===== src/rtl/b01_word_sink.sv =====
// rtl/b01_word_sink.sv - deserializes b01 outp/overflw into tagged words behind a 2-entry FIFO
// Head FIFO entry drives the word outputs directly, so every output is a flop.
module b01_word_sink #(
  parameter int WORD_W = 8,
  parameter int CNT_W  = 8
) (
  input  logic              clock,
  input  logic              reset,
  input  logic              clear,
  input  logic              in_valid,
  input  logic              outp,
  input  logic              overflw,
  output logic [WORD_W-1:0] word_data,
  output logic              word_ovf,
  output logic              word_valid,
  input  logic              word_ready,
  output logic [CNT_W-1:0]  ovf_count,
  output logic [CNT_W-1:0]  drop_count,
  output logic              busy
);

  localparam int IW = (WORD_W > 1) ? $clog2(WORD_W) : 1;
  localparam logic [IW-1:0] LAST_IDX = IW'(WORD_W - 1);
  localparam logic [CNT_W-1:0] CNT_MAX = '1;

  typedef enum logic {IDLE, COLLECT} state_t;

  state_t            state;
  logic [IW-1:0]     idx;
  logic [WORD_W-1:0] shreg;
  logic              acc;
  logic [WORD_W-1:0] tail_data;
  logic              tail_ovf;
  logic              tail_valid;

  logic              done;
  logic              pop;
  logic              drop;
  logic [WORD_W-1:0] new_data;
  logic              new_ovf;

  assign done    = in_valid && (state == COLLECT) && (idx == LAST_IDX);
  assign pop     = word_valid && word_ready;
  assign drop    = done && word_valid && tail_valid && !pop;
  assign new_ovf = acc | overflw;
  assign busy    = (state == COLLECT);

  // The final bit never lands in shreg; it is merged here on completion.
  always_comb begin
    new_data = shreg;
    new_data[WORD_W-1] = outp;
  end

  always_ff @(posedge clock or negedge reset) begin
    if (!reset) begin
      state      <= IDLE;
      idx        <= '0;
      shreg      <= '0;
      acc        <= 1'b0;
      word_data  <= '0;
      word_ovf   <= 1'b0;
      word_valid <= 1'b0;
      tail_data  <= '0;
      tail_ovf   <= 1'b0;
      tail_valid <= 1'b0;
      ovf_count  <= '0;
      drop_count <= '0;
    end else if (clear) begin
      state      <= IDLE;
      idx        <= '0;
      shreg      <= '0;
      acc        <= 1'b0;
      word_data  <= '0;
      word_ovf   <= 1'b0;
      word_valid <= 1'b0;
      tail_data  <= '0;
      tail_ovf   <= 1'b0;
      tail_valid <= 1'b0;
      ovf_count  <= '0;
      drop_count <= '0;
    end else begin
      if (in_valid) begin
        if (done) begin
          state <= IDLE;
          idx   <= '0;
          shreg <= '0;
          acc   <= 1'b0;
        end else begin
          state      <= COLLECT;
          shreg[idx] <= outp;
          idx        <= idx + 1'b1;
          acc        <= acc | overflw;
        end
      end

      // Pop shifts the tail forward; a concurrent push fills the freed slot.
      if (pop) begin
        if (tail_valid) begin
          word_data  <= tail_data;
          word_ovf   <= tail_ovf;
          word_valid <= 1'b1;
          if (done) begin
            tail_data <= new_data;
            tail_ovf  <= new_ovf;
          end else begin
            tail_data  <= '0;
            tail_ovf   <= 1'b0;
            tail_valid <= 1'b0;
          end
        end else if (done) begin
          word_data  <= new_data;
          word_ovf   <= new_ovf;
          word_valid <= 1'b1;
        end else begin
          word_data  <= '0;
          word_ovf   <= 1'b0;
          word_valid <= 1'b0;
        end
      end else if (done) begin
        if (!word_valid) begin
          word_data  <= new_data;
          word_ovf   <= new_ovf;
          word_valid <= 1'b1;
        end else if (!tail_valid) begin
          tail_data  <= new_data;
          tail_ovf   <= new_ovf;
          tail_valid <= 1'b1;
        end
      end

      if (in_valid && overflw && (ovf_count != CNT_MAX))
        ovf_count <= ovf_count + 1'b1;
      if (drop && (drop_count != CNT_MAX))
        drop_count <= drop_count + 1'b1;
    end
  end

endmodule


===== config.mk =====
export PLATFORM = sky130hd
export DESIGN_NAME = b01_word_sink
export DESIGN_NICKNAME = d
export VERILOG_FILES = /design/src/rtl/b01_word_sink.sv
export SDC_FILE = /design/constraint.sdc
export NUM_CORES = 1
export LEC_CHECK = 0
export ABC_CLOCK_PERIOD_IN_PS = 2800
export BUFFER_PORTS_ARGS = -buffer_cell sky130_fd_sc_hd__buf_2
export CORE_UTILIZATION = 56
export DETAILED_ROUTE_END_ITERATION = 10
export PLACE_DENSITY = 0.89
export SYNTH_ARGS = -nofsm -noshare
export SYNTH_HDL_FRONTEND = slang
export SYNTH_SLANG_ARGS = --single-unit
export TNS_END_PERCENT = 20

===== constraint.sdc =====
create_clock -name clock -period 2.8 [get_ports clock]
set_input_delay 0.14 -clock clock [delete_from_list [all_inputs] [get_ports clock]]
set_output_delay 0.14 -clock clock [all_outputs]
set_load 0.01 [all_outputs]

# == Yosys cells after proc, flatten, opt, wreduce, memory -nomap -nowiden ==
# Cells that the tools add are included.
# word_totals
regBits,49
latchBits,0
mem_bits_rw,0
romBits,0
out_inout_bits,27
word_cells,96
n_memories,0
# classes
add_sub_neg,3
n_mul,0
div,0
n_lt_le_gt_ge,2
eq_ne,6
n_shift,0
mux,53
bitwise,1
n_reduce_logical,19
# ops
op,n
8-bit two-way mux,19
1-bit two-way mux,29
"8-bit by 1-bit adder with 8-bit output, second input constant",2
"8-bit inequality test, second input constant",2
1-bit logical AND,10
3-bit two-way mux,3
8-bit bitwise mux,1
"3-bit by 2-bit inequality test with 1-bit output, second input constant",2
2-bit nonzero test,3
3-bit nonzero test,2
"3-bit by 4-bit less-than comparator with 1-bit output, second input constant",1
2-bit AND reduction,2
4-bit AND reduction,1
"3-bit by 1-bit adder with 3-bit output, second input constant",1
1-bit demux with 3-bit select,1
"3-bit equality test, second input constant",1
"3-bit by 1-bit >= comparator with 1-bit output, second input constant",1
"3-bit inequality test, second input constant",1
1-bit logical NOT,1
1-bit bitwise OR,1

# == Logic depth before layout (Yosys ltp) ==
# logic_depth
ltp_word,8
ltp_mapped,7
depth_no_buf,6

# == Worst setup path after synthesis ==
# No wires, ideal clock.
# synth_timing
path_kind,register to register
start,register idx[0]
end,register word_ovf
setup_ns,0.094
arrival_ns,1.847
required_ns,2.706
setup_slack_ns,0.859
stages_incl_launch_ff,8
path_buffers,1
period_less_slack_ns,1.941
cell_sequence,dfrtp_1 ha_1 ha_1 and3_1 buf_4 a21boi_1 a21oi_1 a211oi_1
# synth_between
elab_chain_len,6
# synth_lines
item,line,rtl
start: declaration,29,logic [IW-1:0] idx;
start signal: assignment,91,idx <= idx + 1'b1;
3-bit equality test (*),42,assign done = in_valid && (state == COLLECT) && (idx == LAST_IDX);
1-bit logical AND (*),42,
1-bit two-way mux,110,end else if (done) begin
1-bit two-way mux,98,if (tail_valid) begin
1-bit two-way mux,97,if (pop) begin
1-bit two-way mux,68,end else if (clear) begin
end signal: assignment,100,word_ovf <= tail_ovf;
end signal: assignment,112,word_ovf <= new_ovf;
end signal: assignment,122,word_ovf <= new_ovf;
end: declaration,14,"output logic word_ovf,"
# Every way passes the cells marked *; elsewhere a longest branch is shown, timed or not.
# A chain may end at the register's enable or synchronous reset.

# == Worst setup path in the final report ==
# layout_timing
start,register idx[0]
end,register drop_count[4]
# layout_between
elab_chain_len,7
# layout_lines
item,line,rtl
3-bit equality test,42,
1-bit logical AND,42,
1-bit logical AND (3 in a row),44,assign drop = done && word_valid && tail_valid && !pop;
1-bit logical AND,133,if (drop && (drop_count != CNT_MAX))
2-bit nonzero test (no line),-,
end signal: assignment,134,drop_count <= drop_count + 1'b1;
end: declaration,18,"output logic [CNT_W-1:0] drop_count,"
# No other way between the ends.

==> impl_metrics.json <==
{
  "syn_to_final_growth_pct": 12.1,
  "setup_tns_ps": 0,
  "dp_slack_ps": 643,
  "insertion_delay_ps": 300,
  "power_density_nw_per_um2": 462,
  "cts_buffers": 5,
  "top_layer": "met4",
  "worst_ep_arrival_time_ps": 2430,
  "met3_length_um": 249,
  "synth_xor_area_share_pct": 1.12,
  "drc": 0,
  "globalplace.congestion": 0.863,
  "met2_length_um": 2450,
  "max_freq_mhz": 452,
  "avgSynthCellArea_sq_um": 9.87,
  "drive_above_1_share_pct": 18.0,
  "relSlewSlack_pct": 32.4,
  "rsz0062_at_grt": "no",
  "clk_path_buf_depth": 2,
  "die_w_um": 66.8,
  "die_h_um": 66.8,
  "synth_compound_area_share_pct": 19.3,
  "synth_nets": 249,
  "viasPerCell": 6.17,
  "rows": 23,
  "drt_first_iter_violations": 266,
  "tightest_slew_ps": 1010,
  "synth_area_sq_um": 2350,
  "antenna_left": 0,
  "holdWs_ps": 7.07,
  "combPwrFrac_pct": 8.8,
  "nets": 283,
  "synth_seq_cells": 48,
  "grt_start_max_net_pins": 49,
  "syn_inst": 238,
  "required_ps": 3020,
  "firstDrtPassIters": 4,
  "synth.distinct_cells": 47,
  "p_switching_uw": 300,
  "finalPower_uw": 1220,
  "hpwl_um": 3380,
  "io_buffers": 33,
  "p_leak_uw": 0.00119,
  "clkTransAtPathRegs_ps": 80,
  "h-tree-depth": 2,
  "drt-met1-wl_um": 2290,
  "core_area_sq_um": 4000,
  "finalCritPeriodShare_pct": 79.0,
  "vias": 1987,
  "io_pins": 34,
  "die_area_sq_um": 4460,
  "peakVddDrop_v": 0.000270,
  "initial_core_util_pct": 58.7,
  "cts.repair.resized": 0,
  "cp_max_fo": 10,
  "grt_pass1_vias": 1757,
  "setup_violations": 0,
  "setup_slack_ps": 589,
  "p_seq_share_pct": 59.5,
  "diodes": 0,
  "worstSetupPathType": "reg2reg",
  "antenna_found_initial": 0,
  "yosysSeqAreaShare_pct": 51.1,
  "track_usage_pct": 25.6,
  "synthMuxAreaShare_pct": 1.28,
  "yosys_warnings": 0,
  "hold_viol": 0,
  "clock_tree.root_cell": "clkbuf_8",
  "wl_um": 5070,
  "yosys.area_share.simple_pct": 21.8,
  "routedWlPerCell_um": 15.7,
  "switching_share_pct": 24.7,
  "pwr-share-clk_pct": 31.6,
  "period_needed_ps": 2210,
  "dp_cells": 315,
  "clock_sinks": 48,
  "grt-ovfl-total": 0,
  "finClkSkew_ps": 7.95,
  "cts.hold.buffers_added": 0,
  "synth_fa_ha_area_share_pct": 2.13,
  "maxCapViolCount": 0,
  "status": "complete, no violations",
  "grt_pass1_wl_um": 8380,
  "worst_setup_path_end_kind": "flip-flop",
  "cts_tree": "built",
  "crit_path_start_kind": "flip-flop",
  "final_cells": 322,
  "holdCritPathClass": "in2async",
  "drv_slew": 0,
  "cts_setup_buffers": 0,
  "synth_top_family_by_area": "simple AND/OR/NAND/NOR gates",
  "p_int_uw": 916
}
-- cells by family after synthesis --
kind of cell,after synthesis
AOI/OAI and AO/OA,62
xor gates and xnor gates,3
adders and majority gates,4
buffers and inverters,17
DFF,48
muxes,3
and+or+nand+nor,101
-- metrics by stage --
step	utilization, %	area, sq um
3_3_place_gp	63.9	2550
4_1_cts	65.8	2630
5_1_grt	65.8	2630
2_1_floorplan	-	2350
6_report	65.8	2630
3_5_place_dp	63.9	2550
-- critical path, stage by stage (launching register included) --
cell,delay [ps]
dfrtp_1,490
ha_1,230
ha_1,210
and3_1,350
nand3_4,170
or4_1,530
a21oi_1,160
-- layer usage --
layer	global-route usage, %	vias to the layer above
li1	-	948
met1	33.7	971
met2	40.9	60
met3	5.31	8
met4	10.4	0
met5	0	-
-- path summary, 6_finish.rpt --
check                       start            end  slack (ps)  depth (start not counted)
hold reg to reg               acc            acc         510                          1
hold / removal              reset   word_data[5]           7                          1
max in group asynchronous   reset   tail_data[2]        2160                          1
setup reg to reg           idx[0]  drop_count[4]         590                          6
setup / recovery           idx[0]  drop_count[4]         590                          6
min in group clock           outp   tail_data[7]         130                          2
-- synthesized netlist by cell type (all sizes together) --
cell     number  area (sq um)
dfrtp        48          1200
nor2         29           109
nor3         18          90.1
nand2        17          63.8
a21oi        16          80.1
nand3        11          72.6
a22o          9          78.8
a221oi        8          70.1
buf           8          40.0
inv           8          30.0
o21ai         7          35.0
ha            4          50.1
o31ai         4          30.0
or2           4          25.0
and3          3          18.8
mux2i         3          30.0
nand2b        3          18.8
nor4          3          18.8
or4           3          22.5
a211oi        2          15.0
a31oi         2          12.5
a32o          2          20.0
nand3b        2          15.0
nor2b         2          12.5
o21a          2          15.0
o21bai        2          15.0
o22ai         2          12.5
xor2          2          17.5
a2111oi       1          27.5
a21boi        1          7.51
a311oi        1          8.76
and2          1          6.26
and4          1          8.76
and4b         1          10.0
clkbuf        1          3.75
nand4         1          6.26
nand4b        1          8.76
o2111ai       1          8.76
o311ai        1          8.76
o41ai         1          8.76
or3           1          6.26
xnor2         1          8.76
-- area by class of cell --
cell class,count,area [sq um]
clock buffer,6,72.6
clock inverter,1,5.00
fill,329,1370
inverter,8,30.0
multi-input combinational,173,1070
sequential,48,1200
tap,50,62.6
timing repair buffer,36,188
-- sequential cells by signal, summed over array words and instances, names as in the netlist --
| register | count |
|---|---|
| acc | 1 |
| busy | 1 |
| drop_count | 8 |
| idx | 3 |
| ovf_count | 8 |
| shreg | 7 |
| tail_data | 8 |
| tail_ovf | 1 |
| tail_valid | 1 |
| word_data | 8 |
| word_ovf | 1 |
| word_valid | 1 |
-- power groups by stage --
stage	Clock, uW	Sequential (uW)	Combinational (uW)
finish	384	724	107
detailed placement	0	737	107
floorplan	0	739	56.6
CTS	392	724	109
global placement	0	736	105
global route	418	727	122
-- cell usage in the layout, fill, tap and decap left out, drive strengths merged, types with 3 or more instances in the layout --
master	instances
buf	36
dfrtp	48
clkbuf	6
and3	3
a22o	9
mux2i	3
ha	4
nand2	17
nor2	29
inv	8
a21oi	16
o31ai	4
nor4	3
a221oi	8
o21ai	7
nand3	11
nor3	18
nand2b	3
or2	4
or4	3
No activity file was read; power rests on OpenSTA's default activity.
